==> src/rtl/psg_pkg.sv <==
// psg_pkg: shared constants, sample type and helpers for the multi-PSG mixer and its cores.
package psg_pkg;

   localparam int unsigned MAX_CHIPS  = 8;
   localparam logic [4:0]  SEL_PREFIX = 5'b11111;

   typedef logic [7:0] psg_sample_t;

   // ceil(log2(n)) for a mix-set size n in 1..8
   function automatic logic [1:0] mix_shift(input logic [3:0] n);
      if (n <= 4'd1) begin
         return 2'd0;
      end else if (n == 4'd2) begin
         return 2'd1;
      end else if (n <= 4'd4) begin
         return 2'd2;
      end else begin
         return 2'd3;
      end
   endfunction

   // Logarithmic 4-bit amplitude to 8-bit sample (roughly 3 dB per step)
   function automatic psg_sample_t vol_level(input logic [3:0] v);
      case (v)
         4'd0:    return 8'd0;
         4'd1:    return 8'd2;
         4'd2:    return 8'd3;
         4'd3:    return 8'd4;
         4'd4:    return 8'd6;
         4'd5:    return 8'd8;
         4'd6:    return 8'd11;
         4'd7:    return 8'd16;
         4'd8:    return 8'd22;
         4'd9:    return 8'd32;
         4'd10:   return 8'd45;
         4'd11:   return 8'd64;
         4'd12:   return 8'd90;
         4'd13:   return 8'd128;
         4'd14:   return 8'd181;
         default: return 8'd255;
      endcase
   endfunction

endpackage

==> src/rtl/psg_activity_hold.sv <==
// psg_activity_hold: per-chip "in the mix" flag with a hold-off after the last activity.
// Optional macro MULTI_PSG_HOLD_EN: when defined, a down-counter keeps the chip in the mix
// for HOLD_CYC CE ticks after activity ends; when undefined, the flag follows activity directly.
module psg_activity_hold #(
   parameter int unsigned HOLD_CYC = 1024
) (
   input  logic       CLK,
   input  logic       RESET_N,
   input  logic       CE,
   input  logic [5:0] ACTIVE,
   output logic       PLAYING
);

`ifdef MULTI_PSG_HOLD_EN
   localparam int unsigned CNT_W = $clog2(HOLD_CYC + 1);

   logic [CNT_W-1:0] cnt_q, cnt_d;

   // Activity reloads the counter and wins over CE; otherwise count down on CE
   always_comb begin
      cnt_d = cnt_q;
      if (|ACTIVE) begin
         cnt_d = CNT_W'(HOLD_CYC);
      end else if (CE && (cnt_q != '0)) begin
         cnt_d = cnt_q - 1'b1;
      end
   end

   // Hold counter register
   always_ff @(posedge CLK or negedge RESET_N) begin
      if (!RESET_N) begin
         cnt_q <= '0;
      end else begin
         cnt_q <= cnt_d;
      end
   end

   assign PLAYING = (|ACTIVE) | (cnt_q != '0);
`else
   logic unused_hold;

   assign PLAYING     = |ACTIVE;
   assign unused_hold = ^{CLK, RESET_N, CE, HOLD_CYC[0]};
`endif

endmodule

==> src/rtl/ym2149.sv <==
// ym2149: compact PSG core -- 16 registers, three tone generators, one noise LFSR,
// per-channel mixer and log volume. The envelope generator is not modelled; the
// envelope bit of the volume registers is stored for readback only.
// CS gates all bus activity so several cores can share BDIR/DI.
module ym2149
   import psg_pkg::*;
(
   input  logic        CLK,
   input  logic        RESET,
   input  logic        CE,
   input  logic        CS,
   input  logic        BDIR,
   input  logic        BC,
   input  logic [7:0]  DI,
   output logic [7:0]  DO,
   input  logic        SEL,
   input  logic        MODE,
   input  logic [7:0]  IOA_in,
   output logic [7:0]  IOA_out,
   input  logic [7:0]  IOB_in,
   output logic [7:0]  IOB_out,
   output logic [5:0]  ACTIVE,
   output psg_sample_t CHANNEL_A,
   output psg_sample_t CHANNEL_B,
   output psg_sample_t CHANNEL_C
);

   logic [7:0]  regs_q [16];
   logic [7:0]  regs_d [16];
   logic [3:0]  addr_q, addr_d;
   logic        addr_ok_q, addr_ok_d;
   logic        ce_div_q, ce_div_d;
   logic [11:0] tone_cnt_q [3];
   logic [11:0] tone_cnt_d [3];
   logic [2:0]  tone_q, tone_d;
   logic [4:0]  noise_cnt_q, noise_cnt_d;
   logic [16:0] lfsr_q, lfsr_d;
   logic        ce_int;
   logic [11:0] tone_per;
   logic [7:0]  rd;
   logic [2:0]  gate;
   psg_sample_t level [3];

   // SEL=0 halves the generator rate
   assign ce_int = CE & (SEL | ce_div_q);

   // AY-mode readback keeps only the implemented bits of each register
   function automatic logic [7:0] rd_mask(input logic [3:0] a);
      case (a)
         4'd1, 4'd3, 4'd5, 4'd13: return 8'h0F;
         4'd6, 4'd8, 4'd9, 4'd10: return 8'h1F;
         default:                 return 8'hFF;
      endcase
   endfunction

   // Bus decode plus tone/noise generator next state
   always_comb begin
      regs_d      = regs_q;
      addr_d      = addr_q;
      addr_ok_d   = addr_ok_q;
      ce_div_d    = ce_div_q ^ CE;
      tone_cnt_d  = tone_cnt_q;
      tone_d      = tone_q;
      noise_cnt_d = noise_cnt_q;
      lfsr_d      = lfsr_q;
      tone_per    = '0;
      if (CS && BDIR) begin
         if (BC) begin
            // An address with a non-zero high nibble deselects the register file
            addr_d    = DI[3:0];
            addr_ok_d = (DI[7:4] == 4'h0);
         end else if (addr_ok_q) begin
            regs_d[addr_q] = DI;
         end
      end
      if (ce_int) begin
         for (int c = 0; c < 3; c++) begin
            tone_per = {regs_q[2*c+1][3:0], regs_q[2*c]};
            // A period of 0 behaves like 1
            if ({1'b0, tone_cnt_q[c]} + 13'd1 >= {1'b0, tone_per}) begin
               tone_cnt_d[c] = '0;
               tone_d[c]     = ~tone_q[c];
            end else begin
               tone_cnt_d[c] = tone_cnt_q[c] + 12'd1;
            end
         end
         if ({1'b0, noise_cnt_q} + 6'd1 >= {1'b0, regs_q[6][4:0]}) begin
            noise_cnt_d = '0;
            lfsr_d      = {lfsr_q[0] ^ lfsr_q[3], lfsr_q[16:1]};
         end else begin
            noise_cnt_d = noise_cnt_q + 5'd1;
         end
      end
   end

   // Core state; the mixer register resets with all channels and noise disabled
   always_ff @(posedge CLK or posedge RESET) begin
      if (RESET) begin
         for (int r = 0; r < 16; r++) begin
            regs_q[r] <= (r == 7) ? 8'h3F : 8'h00;
         end
         addr_q      <= '0;
         addr_ok_q   <= 1'b0;
         ce_div_q    <= 1'b0;
         for (int c = 0; c < 3; c++) begin
            tone_cnt_q[c] <= '0;
         end
         tone_q      <= '0;
         noise_cnt_q <= '0;
         lfsr_q      <= 17'd1;
      end else begin
         regs_q      <= regs_d;
         addr_q      <= addr_d;
         addr_ok_q   <= addr_ok_d;
         ce_div_q    <= ce_div_d;
         tone_cnt_q  <= tone_cnt_d;
         tone_q      <= tone_d;
         noise_cnt_q <= noise_cnt_d;
         lfsr_q      <= lfsr_d;
      end
   end

   // Register readback; I/O registers read the pins when the port is an input
   always_comb begin
      rd = regs_q[addr_q];
      if ((addr_q == 4'd14) && !regs_q[7][6]) begin
         rd = IOA_in;
      end
      if ((addr_q == 4'd15) && !regs_q[7][7]) begin
         rd = IOB_in;
      end
      if (MODE) begin
         rd = rd & rd_mask(addr_q);
      end
      DO = rd;
   end

   // Channel mixer: a disabled source counts as permanently high
   always_comb begin
      for (int c = 0; c < 3; c++) begin
         gate[c]  = (tone_q[c] | regs_q[7][c]) & (lfsr_q[0] | regs_q[7][3+c]);
         level[c] = gate[c] ? vol_level(regs_q[8+c][3:0]) : '0;
      end
   end

   assign CHANNEL_A = level[0];
   assign CHANNEL_B = level[1];
   assign CHANNEL_C = level[2];
   assign ACTIVE    = ~regs_q[7][5:0];
   assign IOA_out   = regs_q[14];
   assign IOB_out   = regs_q[15];

endmodule

==> src/rtl/multi_psg.sv <==
// multi_psg: N-chip TurboSound-style PSG array with chip select, readback routing and a
// count-normalised mixer. Optional macro MULTI_PSG_HOLD_EN keeps a chip in the mix for
// HOLD_CYC CE ticks after its last activity.
module multi_psg
   import psg_pkg::*;
#(
   parameter int unsigned NCHIPS   = 2,
   parameter int unsigned HOLD_CYC = 1024
) (
   input  logic              CLK,
   input  logic              RESET_N,
   input  logic              CE,
   input  logic              BDIR,
   input  logic              BC,
   input  logic [7:0]        DI,
   output logic [7:0]        DO,
   input  logic              SEL,
   input  logic              MODE,
   input  logic [7:0]        IOA_in,
   input  logic [7:0]        IOB_in,
   output logic [7:0]        IOA_out,
   output logic [7:0]        IOB_out,
   output logic [7:0]        CHANNEL_A,
   output logic [7:0]        CHANNEL_B,
   output logic [7:0]        CHANNEL_C,
   output logic [2:0]        SELECTED,
   output logic [NCHIPS-1:0] PLAYING
);

   if ((NCHIPS < 1) || (NCHIPS > MAX_CHIPS)) begin : g_bad_nchips
      $error("multi_psg: NCHIPS must be in 1..8");
   end

   logic              select_cmd;
   logic              fwd_en;
   logic [2:0]        idx;
   logic [2:0]        sel_q, sel_d;
   psg_sample_t       chan_a_q, chan_a_d;
   psg_sample_t       chan_b_q, chan_b_d;
   psg_sample_t       chan_c_q, chan_c_d;
   psg_sample_t       ch_a [NCHIPS];
   psg_sample_t       ch_b [NCHIPS];
   psg_sample_t       ch_c [NCHIPS];
   logic [7:0]        do_w [NCHIPS];
   logic [5:0]        active_w [NCHIPS];
   logic [NCHIPS-1:0][7:0] ioa_w;
   logic [NCHIPS-1:0][7:0] iob_w;
   logic [3:0]        n_mix;
   logic [1:0]        shift;
   logic [10:0]       sum_a, sum_b, sum_c;
   logic              unused_io;

   // 0xFF selects chip 0, 0xFE chip 1, ...; the command itself never reaches a core
   assign idx        = DI[2:0] ^ 3'b111;
   assign select_cmd = BDIR & BC & (DI[7:3] == SEL_PREFIX);
   assign fwd_en     = ~select_cmd;

   // Chip select: out-of-range indices leave the selection alone
   always_comb begin
      sel_d = sel_q;
      if (select_cmd && (32'(idx) < NCHIPS)) begin
         sel_d = idx;
      end
   end

   for (genvar i = 0; i < NCHIPS; i++) begin : g_chip
      logic sel_me;

      assign sel_me = (sel_q == 3'(i)) & fwd_en;

      ym2149 u_psg (
         .CLK       (CLK),
         .RESET     (~RESET_N),
         .CE        (CE),
         .CS        (sel_me),
         .BDIR      (BDIR),
         .BC        (BC & sel_me),
         .DI        (DI),
         .DO        (do_w[i]),
         .SEL       (SEL),
         .MODE      (MODE),
         .IOA_in    (IOA_in),
         .IOA_out   (ioa_w[i]),
         .IOB_in    (IOB_in),
         .IOB_out   (iob_w[i]),
         .ACTIVE    (active_w[i]),
         .CHANNEL_A (ch_a[i]),
         .CHANNEL_B (ch_b[i]),
         .CHANNEL_C (ch_c[i])
      );

      psg_activity_hold #(
         .HOLD_CYC (HOLD_CYC)
      ) u_hold (
         .CLK     (CLK),
         .RESET_N (RESET_N),
         .CE      (CE),
         .ACTIVE  (active_w[i]),
         .PLAYING (PLAYING[i])
      );
   end

   // Readback mux from the selected core
   always_comb begin
      DO = '0;
      for (int i = 0; i < NCHIPS; i++) begin
         if (sel_q == 3'(i)) begin
            DO = do_w[i];
         end
      end
   end

   // Mix chip 0 plus every playing chip, normalised by ceil(log2(count))
   always_comb begin
      n_mix = 4'd1;
      sum_a = {3'b000, ch_a[0]};
      sum_b = {3'b000, ch_b[0]};
      sum_c = {3'b000, ch_c[0]};
      for (int i = 1; i < NCHIPS; i++) begin
         if (PLAYING[i]) begin
            n_mix = n_mix + 4'd1;
            sum_a = sum_a + {3'b000, ch_a[i]};
            sum_b = sum_b + {3'b000, ch_b[i]};
            sum_c = sum_c + {3'b000, ch_c[i]};
         end
      end
      shift    = mix_shift(n_mix);
      chan_a_d = 8'(sum_a >> shift);
      chan_b_d = 8'(sum_b >> shift);
      chan_c_d = 8'(sum_c >> shift);
   end

   // Selection and registered mix outputs
   always_ff @(posedge CLK or negedge RESET_N) begin
      if (!RESET_N) begin
         sel_q    <= '0;
         chan_a_q <= '0;
         chan_b_q <= '0;
         chan_c_q <= '0;
      end else begin
         sel_q    <= sel_d;
         chan_a_q <= chan_a_d;
         chan_b_q <= chan_b_d;
         chan_c_q <= chan_c_d;
      end
   end

   assign SELECTED  = sel_q;
   assign CHANNEL_A = chan_a_q;
   assign CHANNEL_B = chan_b_q;
   assign CHANNEL_C = chan_c_q;
   // I/O pins come from chip 0 only
   assign IOA_out   = ioa_w[0];
   assign IOB_out   = iob_w[0];
   assign unused_io = ^{ioa_w, iob_w};

endmodule

==> config.mk <==
export PLATFORM = sky130hd
export DESIGN_NAME = multi_psg
export DESIGN_NICKNAME = d
export VERILOG_FILES = /design/src/rtl/psg_pkg.sv /design/src/rtl/psg_activity_hold.sv /design/src/rtl/ym2149.sv /design/src/rtl/multi_psg.sv
export SDC_FILE = /design/constraint.sdc
export NUM_CORES = 1
export LEC_CHECK = 0
export BUFFER_PORTS_ARGS = -buffer_cell sky130_fd_sc_hd__clkbuf_2
export CAP_MARGIN = 40
export CORE_ASPECT_RATIO = 0.9
export CORE_MARGIN = 4
export CORE_UTILIZATION = 45
export CTS_BUF_LIST = sky130_fd_sc_hd__clkbuf_4 sky130_fd_sc_hd__clkbuf_8
export DETAILED_ROUTE_END_ITERATION = 12
export SYNTH_ARGS = -nofsm -noshare
export SYNTH_HDL_FRONTEND = slang
export SYNTH_HIERARCHICAL = 1
export SYNTH_SLANG_ARGS = --single-unit
==> constraint.sdc <==
create_clock -name CLK -period 6 [get_ports CLK]
set_input_delay 1.2 -clock CLK [delete_from_list [all_inputs] [get_ports CLK]]
set_output_delay 1.2 -clock CLK [all_outputs]
set_load 0.01 [all_outputs]
==> flow_summary.ini <==
[worst_hold_path]
hold_class = reg2reg

[worst_setup_path]
arrival_ns = 3.67
cp.required_ns = 4.80
critical_path.endpoint_type = primary output
path_max_fanout = 26
start_kind = register
crit_type = reg2out

[cts]
numCtsBuffers = 73
cts.clk_slew.worst_paths_ns = 0.06
cts_max_level = 3
tritoncts = built
root_buffer = clkbuf_8
clk_latency_ns = 0.67
cts.sinks = 417
holdBufCountCts = 0
cts_buffer_depth = 3
post_cts_buffers = 0
cts_resized = 0

[placed_design]
io_buffers = 83
hpwl_um = 46000
dpl.cell_count = 2918
postPlaceCellArea_sq_um = 25600
place_ws_ns = 1.81
gp_congestion = 0.877

[global_route]
grt.overflow.total = 0
grt_pass1_wl_um = 102000
grt_start_max_net_pins = 121
antenna_found_initial = 2
grt_usage_pct = 22.0
grt_pass1_vias = 17600

[die]
die_x_um = 254
io_pins = 84
row_count = 81
die-area_sq_um = 58500
coreArea_sq_um = 54200
die_y_um = 230
start_util_pct = 45.4

[job]
maxCapViolCount = 0

[detailed_routing]
drt_iter0_markers = 1210
drt_wl_total_um = 64000
viasPerCell = 5.75
wl_met2_um = 28800
top_layer = met5
wl_met3_um = 3300
wire_per_inst_um = 20.9
ant_nets = 0
wirelength_met1_um = 29400
firstDrtPassIters = 8
vias = 17500
drc = 0

[timing]
drv_slew = 0
layout_setup_ws_ns = 1.13
period_share_pct = 81.1
holdWs_ns = 0.480
relSlewSlack_pct = 39.2
fmax_mhz = 206
hold_viol = 0
worst_pin_slew_ns = 0.912
min_period_ns = 4.87
skew_ns = 0.0433
finalSetupViolations = 0
rsz0062_at_grt = false

[synth]
synth_nets = 2404
syn_area_sq_um = 24600
yosysWarningCount = 6
postSynthAreaPerCell_sq_um = 11.1
syn-instance-count = 2222

[layout]
drive_gt1_share_pct = 22.2
final_core_util_pct = 50.2
nets = 2470
instances_no_fill = 3054
fin_area_sq_um = 27200
syn_to_final_growth_pct = 10.8

[power]
peakVddDrop_mv = 0.213
p_leak_nw = 13.2
power_density_nw_per_um2 = 269

[outcome]
outcome = finished, final reports clean
==> power by group <==
group / total [mW] / internal, mW / switching (mW) / leakage (nW)
Sequential: 3.15 / 2.95 / 0.202 / 5.72
Combinational: 1.32 / 0.530 / 0.787 / 6.57
Clock: 2.88 / 1.64 / 1.24 / 0.863
==> final timing paths <==
| kind | start | endpoint | slack, ns | cells after the start |
|---|---|---|---|---|
| min in group asynchronous | RESET_N | CHANNEL_C[7]$_DFF_PN0_ | 0.54 | 2 |
| worst min register to register | g_chip[1].u_psg/lfsr_q[14]$_DFFE_PP0P_ | g_chip[1].u_psg/lfsr_q[13]$_DFFE_PP0P_ | 0.48 | 1 |
| max in group asynchronous | RESET_N | g_chip[0].u_psg/regs_q[82]$_DFFE_PP0P_ | 3.68 | 6 |
| worst min-delay path | g_chip[1].u_psg/lfsr_q[14]$_DFFE_PP0P_ | g_chip[1].u_psg/lfsr_q[13]$_DFFE_PP0P_ | 0.48 | 1 |
| worst max register to register | g_chip[1].u_psg/tone_cnt_q[12]$_DFFE_PP0P_ | g_chip[1].u_psg/tone_cnt_q[12]$_DFFE_PP0P_ | 2.62 | 12 |
| worst max-delay path | g_chip[1].u_psg/addr_q[0]$_DFFE_PP0P_ | DO[1] | 1.13 | 8 |
==> sequential cells by signal, summed over array words and instances (netlist names) <==
signal / flops
CHANNEL_A: 8
CHANNEL_B: 8
CHANNEL_C: 8
SELECTED: 3
g_chip.u_psg/IOA_out: 16
g_chip.u_psg/IOB_out: 16
g_chip.u_psg/addr_ok_q: 2
g_chip.u_psg/addr_q: 8
g_chip.u_psg/ce_div_q: 2
g_chip.u_psg/lfsr_q: 34
g_chip.u_psg/noise_cnt_q: 10
g_chip.u_psg/regs_q: 224
g_chip.u_psg/tone_cnt_q: 72
g_chip.u_psg/tone_q: 6
==> through the flow <==
step                      setup TNS, ns  power, mW
after CTS                             0       7.43
after global routing                  0       7.74
after global placement                0       4.44
final                                 0       7.34
after detailed placement              0       4.52
after floorplan                 -195.22       4.16
==> layer usage <==
metal	track usage (%)	up-vias
li1	-	8085
met1	31.4	8882
met2	33.6	454
met3	4.22	125
met4	8.31	2
met5	0	-
==> cell type report <==
class | count | area (sq um)
Tap cell | 705 | 882
Clock inverter | 22 | 179
Multi-Input combinational cell | 1549 | 13000
Antenna cell | 2 | 5.00
Sequential cell | 417 | 10500
Fill cell | 4785 | 27000
Timing Repair Buffer | 110 | 721
Inverter | 137 | 529
Clock buffer | 112 | 1450
==> placed cells by master (no fill, tap or decap), drive strengths merged, types with 27 or more instances in the layout <==
cell type / count
o21ai: 106
dfrtp: 403
buf: 27
mux2: 313
nand2: 204
xnor2: 59
clkbuf: 195
a22o: 27
xor2: 32
and3: 27
nor2: 110
a211oi: 30
mux2i: 45
inv: 140
ha: 148
nand3: 58
mux4: 68
a21oi: 80
==> critical path: stages (launching register included) <==
cell and delay (ns):
dfrtp_2 0.85, buf_4 0.42, mux4_1 0.61, mux4_2 0.50
mux2i_1 0.15, o21ai_1 0.08, mux2i_1 0.13, nor2_1 0.10
clkbuf_2 0.15
(Power assumes the default switching activity.)
